===== config.mk =====
export PLATFORM = sky130hd
export DESIGN_NAME = riscv_fetch_fifo
export DESIGN_NICKNAME = d
export VERILOG_FILES = /design/src/rtl/riscv_fetch_fifo.sv
export SDC_FILE = /design/constraint.sdc
export NUM_CORES = 1
export LEC_CHECK = 0
export BUFFER_PORTS_ARGS = -buffer_cell sky130_fd_sc_hd__buf_2
export CORE_ASPECT_RATIO = 0.8
export CORE_MARGIN = 2
export CORE_UTILIZATION = 52
export DETAILED_ROUTE_END_ITERATION = 7
export MAX_ROUTING_LAYER = met4
export PLACE_DENSITY_LB_ADDON = 0.3
export SLEW_MARGIN = 10
export SYNTH_ARGS = -nofsm -noshare
export SYNTH_HDL_FRONTEND = slang
export SYNTH_SLANG_ARGS = --single-unit

===== constraint.sdc =====
create_clock -name clk -period 7 [get_ports clk]
set_input_delay 0.35 -clock clk [delete_from_list [all_inputs] [get_ports clk]]
set_output_delay 0.35 -clock clk [all_outputs]
set_load 0.03 [all_outputs]

===== src/rtl/riscv_fetch_fifo.sv =====
`default_nettype none
// +--------------------------------------------------------------------------+
// | riscv_fetch_fifo : instruction prefetch buffer with RVC realignment,     |
// |                    branch redirect and hwloop jump handling              |
// | Revision: 1.0                                                            |
// +--------------------------------------------------------------------------+
module riscv_fetch_fifo #(
  parameter int DEPTH = 4
) (
  input  logic        clk,
  input  logic        rst,
  input  logic        req_i,
  input  logic        branch_i,
  input  logic [31:0] addr_i,
  input  logic        hwloop_jump_i,
  input  logic [31:0] hwloop_target_i,
  output logic        hwloop_branch_o,
  output logic        instr_req_o,
  input  logic        instr_gnt_i,
  output logic [31:0] instr_addr_o,
  input  logic        instr_rvalid_i,
  input  logic [31:0] instr_rdata_i,
  input  logic        ready_i,
  output logic        valid_o,
  output logic [31:0] addr_o,
  output logic [31:0] rdata_o,
  output logic        is_hwlp_o,
  output logic        busy_o
);

  localparam int PW = $clog2(DEPTH);
  localparam int CW = PW + 1;

  typedef enum logic [1:0] {IDLE, REQ, WAIT_RV, ABORT} state_t;

  state_t          r_state, w_state_nxt;
  logic [31:0]     r_mem [DEPTH];
  logic [PW-1:0]   r_rd_ptr, r_wr_ptr;
  logic [CW-1:0]   r_count, w_count_nxt;
  logic [31:0]     r_fetch_addr, r_addr, r_hwlp_target;
  logic            r_hwlp_pending, r_is_hwlp;

  logic            w_redirect, w_valid, w_comp, w_consume, w_push, w_pop, w_room;
  logic            w_have0, w_have1;
  logic [31:0]     w_target, w_w0, w_w1;

  // A pending hwloop jump behaves as a branch unless a real branch overrides it.
  assign w_redirect = branch_i | r_hwlp_pending;
  assign w_target   = branch_i ? addr_i : r_hwlp_target;

  assign w_w0    = r_mem[r_rd_ptr];
  assign w_w1    = r_mem[r_rd_ptr + PW'(1)];
  assign w_have0 = (r_count != '0);
  assign w_have1 = (r_count > CW'(1));

  always_comb begin
    rdata_o = w_w0;
    w_valid = w_have0;
    if (r_addr[1]) begin
      rdata_o = {w_w1[15:0], w_w0[31:16]};
      w_valid = w_have0 && ((w_w0[17:16] != 2'b11) || w_have1);
    end
  end

  assign valid_o   = w_valid & ~w_redirect;
  assign w_comp    = (rdata_o[1:0] != 2'b11);
  assign w_consume = valid_o & ready_i;
  // Head word retires once the next PC leaves it: any misaligned consume, or a full aligned word.
  assign w_pop     = w_consume & (r_addr[1] | ~w_comp);
  assign w_push    = (r_state == WAIT_RV) & instr_rvalid_i & ~w_redirect;

  assign w_count_nxt = r_count + CW'(w_push) - CW'(w_pop);
  assign w_room      = (w_count_nxt < CW'(DEPTH));

  assign addr_o          = r_addr;
  assign is_hwlp_o       = r_is_hwlp;
  assign hwloop_branch_o = r_hwlp_pending & ~branch_i;
  assign busy_o          = (r_state != IDLE);
  assign instr_req_o     = (r_state == REQ);
  // A redirect while requesting retargets the request in the same cycle, so no abort is needed.
  assign instr_addr_o    = w_redirect ? {w_target[31:2], 2'b00} : r_fetch_addr;

  always_comb begin
    w_state_nxt = r_state;
    case (r_state)
      IDLE: begin
        if (req_i && (w_redirect || w_room)) w_state_nxt = REQ;
      end
      REQ: begin
        if (instr_gnt_i) w_state_nxt = WAIT_RV;
      end
      WAIT_RV: begin
        if (instr_rvalid_i)
          w_state_nxt = (req_i && (w_redirect || w_room)) ? REQ : IDLE;
        else if (w_redirect)
          w_state_nxt = ABORT;
      end
      ABORT: begin
        if (instr_rvalid_i) w_state_nxt = req_i ? REQ : IDLE;
      end
      default: w_state_nxt = IDLE;
    endcase
  end

  always_ff @(posedge clk or posedge rst) begin
    if (rst) r_state <= IDLE;
    else     r_state <= w_state_nxt;
  end

  always_ff @(posedge clk or posedge rst) begin
    if (rst) begin
      for (int i = 0; i < DEPTH; i++) r_mem[i] <= '0;
      r_rd_ptr       <= '0;
      r_wr_ptr       <= '0;
      r_count        <= '0;
      r_fetch_addr   <= '0;
      r_addr         <= '0;
      r_hwlp_target  <= '0;
      r_hwlp_pending <= 1'b0;
      r_is_hwlp      <= 1'b0;
    end else if (w_redirect) begin
      r_rd_ptr       <= '0;
      r_wr_ptr       <= '0;
      r_count        <= '0;
      r_addr         <= w_target;
      r_fetch_addr   <= {w_target[31:2], 2'b00};
      r_hwlp_pending <= 1'b0;
      r_is_hwlp      <= ~branch_i;
    end else begin
      if (w_push) begin
        r_mem[r_wr_ptr] <= instr_rdata_i;
        r_wr_ptr        <= r_wr_ptr + PW'(1);
        r_fetch_addr    <= r_fetch_addr + 32'd4;
      end
      if (w_pop) r_rd_ptr <= r_rd_ptr + PW'(1);
      r_count <= w_count_nxt;
      if (w_consume) begin
        r_addr    <= r_addr + (w_comp ? 32'd2 : 32'd4);
        r_is_hwlp <= 1'b0;
      end
      r_hwlp_pending <= w_consume & hwloop_jump_i;
      if (w_consume & hwloop_jump_i) r_hwlp_target <= hwloop_target_i;
    end
  end

endmodule
`default_nettype wire


==> results.md <==
- The run finished with clean final reports.
- The dominant cell type by area after synthesis is sky130_fd_sc_hd__dfrtp_1.
- Relative to the synthesized area, the layout overhead comes to 15.8%.
- The register area is ~5800 sq um.
- In this run, distinct cell masters in the synthesized netlist total 75.
- The final clock period utilization by the worst path is 64.1%.
- The leakage dissipation is 7.36 nW.
- The synthesized design devotes to its leading area cell type a little under half of total area.
- The post-detailed-routing wire length is 34700 um.
- The setup fix buffers added after clock tree synthesis is 0.
- For this configuration, the core starts out at a cell density of 53.0%.
- The final count of pins violating max slew is 0.
- After clock tree synthesis, the repair step resized 0 gates.
- For this block, the initial DRC count from the detailed router was between 900 and 1000.
- The y dimension of the die is 145 um.
- In the routed design, unresolved DRC markers number 0.
- The number of primary I/O pins is 205.
- The total vias in the final route is 10353.
- The initial antenna violation count is 5.
- The worst clock skew is approximately 19 ps.
- The die covers between 20000 and 30000 sq um.
- Derived from the worst setup path, the maximum achievable clock frequency is between 0.2 and 0.25 GHz.
- The commonest cells after synthesis are 233 x sky130_fd_sc_hd__dfrtp_1, 201 x sky130_fd_sc_hd__nand2_1, 123 x sky130_fd_sc_hd__mux2_1.
- TritonCTS created 25 clock buffers.
- The synthesized design contains 0 enable-type register cells.
- Setup repair after global routing left no endpoint under its margin.
- The number of hold violations in the final report is 0.
- Prior to clock tree synthesis, the placed netlist has a worst setup slack of 2500 ps.
- The worst setup path is of the flip-flop to flip-flop kind.
- The worst pin sits at a relative slew slack of between 20% and 30%.
- In the final design database the tool counted 1470 nets.
- The cell at the root of the clock tree is sky130_fd_sc_hd__clkbuf_16.
- Across the run, the number of max-cap violations was 0.
- TritonCTS built the clock tree.
- During placement, the flow inserted port buffers numbering 202.
- The row count is between 50 and 60.
- The detail route stage leaves a number of antenna-violating nets equal to 0.
- The capturing element type of the critical path is a flip-flop.
- The slew at the pin with the worst max-slew slack is between 1000 and 1500 ps.
- Setup violations remaining at the end of the flow were counted as 0.
- The most numerous cell in the Yosys netlist is sky130_fd_sc_hd__dfrtp_1.
- Dividing the synthesized area by the synthesized cell count gives 10.9 sq um.
- The top fanout value on the critical path is 39.
- The maximum level of the CTS H-tree is 1.
- The number of fillers in the final layout is 2021.
- The multi-input combinational cells in the finished layout cover a total of 6630 sq um.
- The Yosys step of the flow raised 0 warnings.
- The number of placed instances with taps included is 1643.
- The number of sinks on the clock net is around 230.
- The first global-routing pass estimated 55100 um of wire.
- Summed over all layers, the global routing overflow is 0.
- Clock latency on the worst-skew pair, taken at its later pin, is 540 ps.
- The total negative slack is 0 ps.
- The cell count after synthesis is 1183.
- Excluding fillers, the count of instances in the completed layout stands at 1696.
- STA puts the critical path data arrival time at 4900 ps.
- Entering global routing, the biggest net connects 108 pins.
- In this run, synthesis produced a sequential element count of 233.
- In this run the worst hold path is classified as primary input to flip-flop.
- Of all flip-flops after synthesis, the portion carrying an async set or reset was 100%.
- The shortest clock period the worst path allows after layout is 4480 ps.
- After legalization and detailed placement, the total HPWL measured ~24000 um.
- In the post-route analysis, the smallest setup slack over all paths is 2520 ps.
- The portion of the post-synthesis area used by sequential elements is 45.1%.
- The die span in x is 180 um.
- The maximum clock path buffer count is 3.
- The placer's final routability congestion estimate is 0.950.
- The via density per instance is between 6 and 7.
- The core region area is 24400 sq um.
- After clock tree synthesis, the clock-pin slew on the worst setup and hold paths is 70 ps.
- The aggregate global-route resource usage is between 20% and 30%.
- In the final routed layout, each cell accounts on average for 20.4 um.
- Ranked by total cell area, the synthesized netlist is headed by sky130_fd_sc_hd__dfrtp_1 45%, sky130_fd_sc_hd__mux2_1 11%, sky130_fd_sc_hd__mux4_2 8.0%, sky130_fd_sc_hd__nand2_1 5.8%, sky130_fd_sc_hd__mux2_4 3.5%.
- The power per cell area is 312 nW/um^2.
- The post-route netlist has between 20% and 30% of its cells at a drive strength greater than 1.
- The main flop type after synthesis is sky130_fd_sc_hd__dfrtp_1.
- The via count of the first global-routing pass was 9769.
- At the worst endpoint, the required time is around 7400 ps.
- STA classifies the critical path startpoint as a flip-flop.
- For this run, the detailed router's first-pass iteration total came to 7.
- The summed instance area of the synthesized netlist is 12900 sq um.
- The worst-case IR drop observed on VDD is 0.193 mV.
[kinds of logic after synthesis]
family / synth area share (%)
compound gates: 12.6
xor+xnor: 0.203
fa+ha+maj: 1.37
buf+inv: 3.72
flops: 45.1
mux: 23.4
other cells: 0.0290
simple gates: 13.5
[worst max-delay path, stage by stage, from the launching register on]
cell and delay [ps]:
sky130_fd_sc_hd__dfrtp_2 600, sky130_fd_sc_hd__buf_4 640, sky130_fd_sc_hd__mux4_2 590, sky130_fd_sc_hd__a21o_1 220, sky130_fd_sc_hd__nand2_1 140, sky130_fd_sc_hd__ha_1 180, sky130_fd_sc_hd__inv_1 50, sky130_fd_sc_hd__fa_1 410
sky130_fd_sc_hd__nand4b_2 310, sky130_fd_sc_hd__nor4_4 590, sky130_fd_sc_hd__and2_2 300, sky130_fd_sc_hd__a41oi_1 130, sky130_fd_sc_hd__o22a_1 200
[layout make-up]
| class | instances | share of cell area, % |
|---|---|---|
| diodes | 6 | 0.100 |
| clock buffers | 33 | 4.78 |
| clock inverters | 13 | 0.877 |
| inverters | 28 | 0.752 |
| multi-input cells | 846 | 44.3 |
| flip-flops and latches | 233 | 38.9 |
| well taps | 318 | 2.66 |
| repair buffers | 219 | 7.62 |
[cell usage in the layout, fill, tap and decap left out, types with 20 or more instances in the layout]
cell type                   instances
sky130_fd_sc_hd__dfrtp_1          231
sky130_fd_sc_hd__mux4_2            46
sky130_fd_sc_hd__mux2_1           123
sky130_fd_sc_hd__nand2_1          201
sky130_fd_sc_hd__o22a_1            24
sky130_fd_sc_hd__inv_1             26
sky130_fd_sc_hd__a21oi_1           64
sky130_fd_sc_hd__a21o_1            20
sky130_fd_sc_hd__o21ai_0           45
sky130_fd_sc_hd__nor2_1            41
sky130_fd_sc_hd__buf_2            202
sky130_fd_sc_hd__clkbuf_16         25
sky130_fd_sc_hd__a31oi_1           22
sky130_fd_sc_hd__mux2_4            30
sky130_fd_sc_hd__nand3_1           21
[final timing paths]
path,to,start,cells past startpoint,slack [ps]
worst max-delay path,addr_o[23],r_rd_ptr[0],12,2520
worst min-delay path,r_state[1],instr_gnt_i,3,30
worst max register to register,addr_o[23],r_rd_ptr[0],12,2520
worst min register to register,r_mem[125],r_mem[125],1,490
max in group asynchronous,addr_o[28],rst,4,5080
min in group asynchronous,r_hwlp_target[3],rst,3,500
[what timing repair did]
action,CTS,global route
setup endpoints to repair,0,0
hold endpoints to repair,66,0
hold buffers,1,0
[metal layers]
metal	wire (um)	share of wire (%)	global-route usage, %	vias up
met5	0	0	-	-
met3	3100	8.9	6.80	55
met4	762	2.2	6.45	0
met1	16300	47	40.8	5156
met2	14500	42	36.5	440
li1	-	-	-	4702
[metrics by stage]
| step | area [sq um] | hold WS (ps) | utilization (%) | power, mW |
|---|---|---|---|---|
| global placement | 14100 | 468 | 57.9 | 3.27 |
| detailed placement | 14100 | 479 | 57.9 | 3.31 |
| floorplan | 12900 | 458 | - | 2.90 |
| finish | 15000 | 33.4 | 61.4 | 4.67 |
| global route | 15000 | 36.2 | 61.4 | 4.90 |
| CTS | 15000 | 20.7 | 61.4 | 4.69 |
[flip-flops by register name (all words and copies together) (netlist names)]
register and cells:
r_hwlp_pending 1, is_hwlp_o 1, r_hwlp_target 32, r_count 3
r_fetch_addr 30, addr_o 32, r_state 2, r_wr_ptr 2
r_mem 128, r_rd_ptr 2
[power breakdown]
group | switching [mW] | internal, mW | leakage [nW]
sequential | 0.234 | 1.64 | 3.11
clock | 0.570 | 0.797 | 0.419
combinational | 0.814 | 0.614 | 3.84
(Power assumes the default switching activity.)
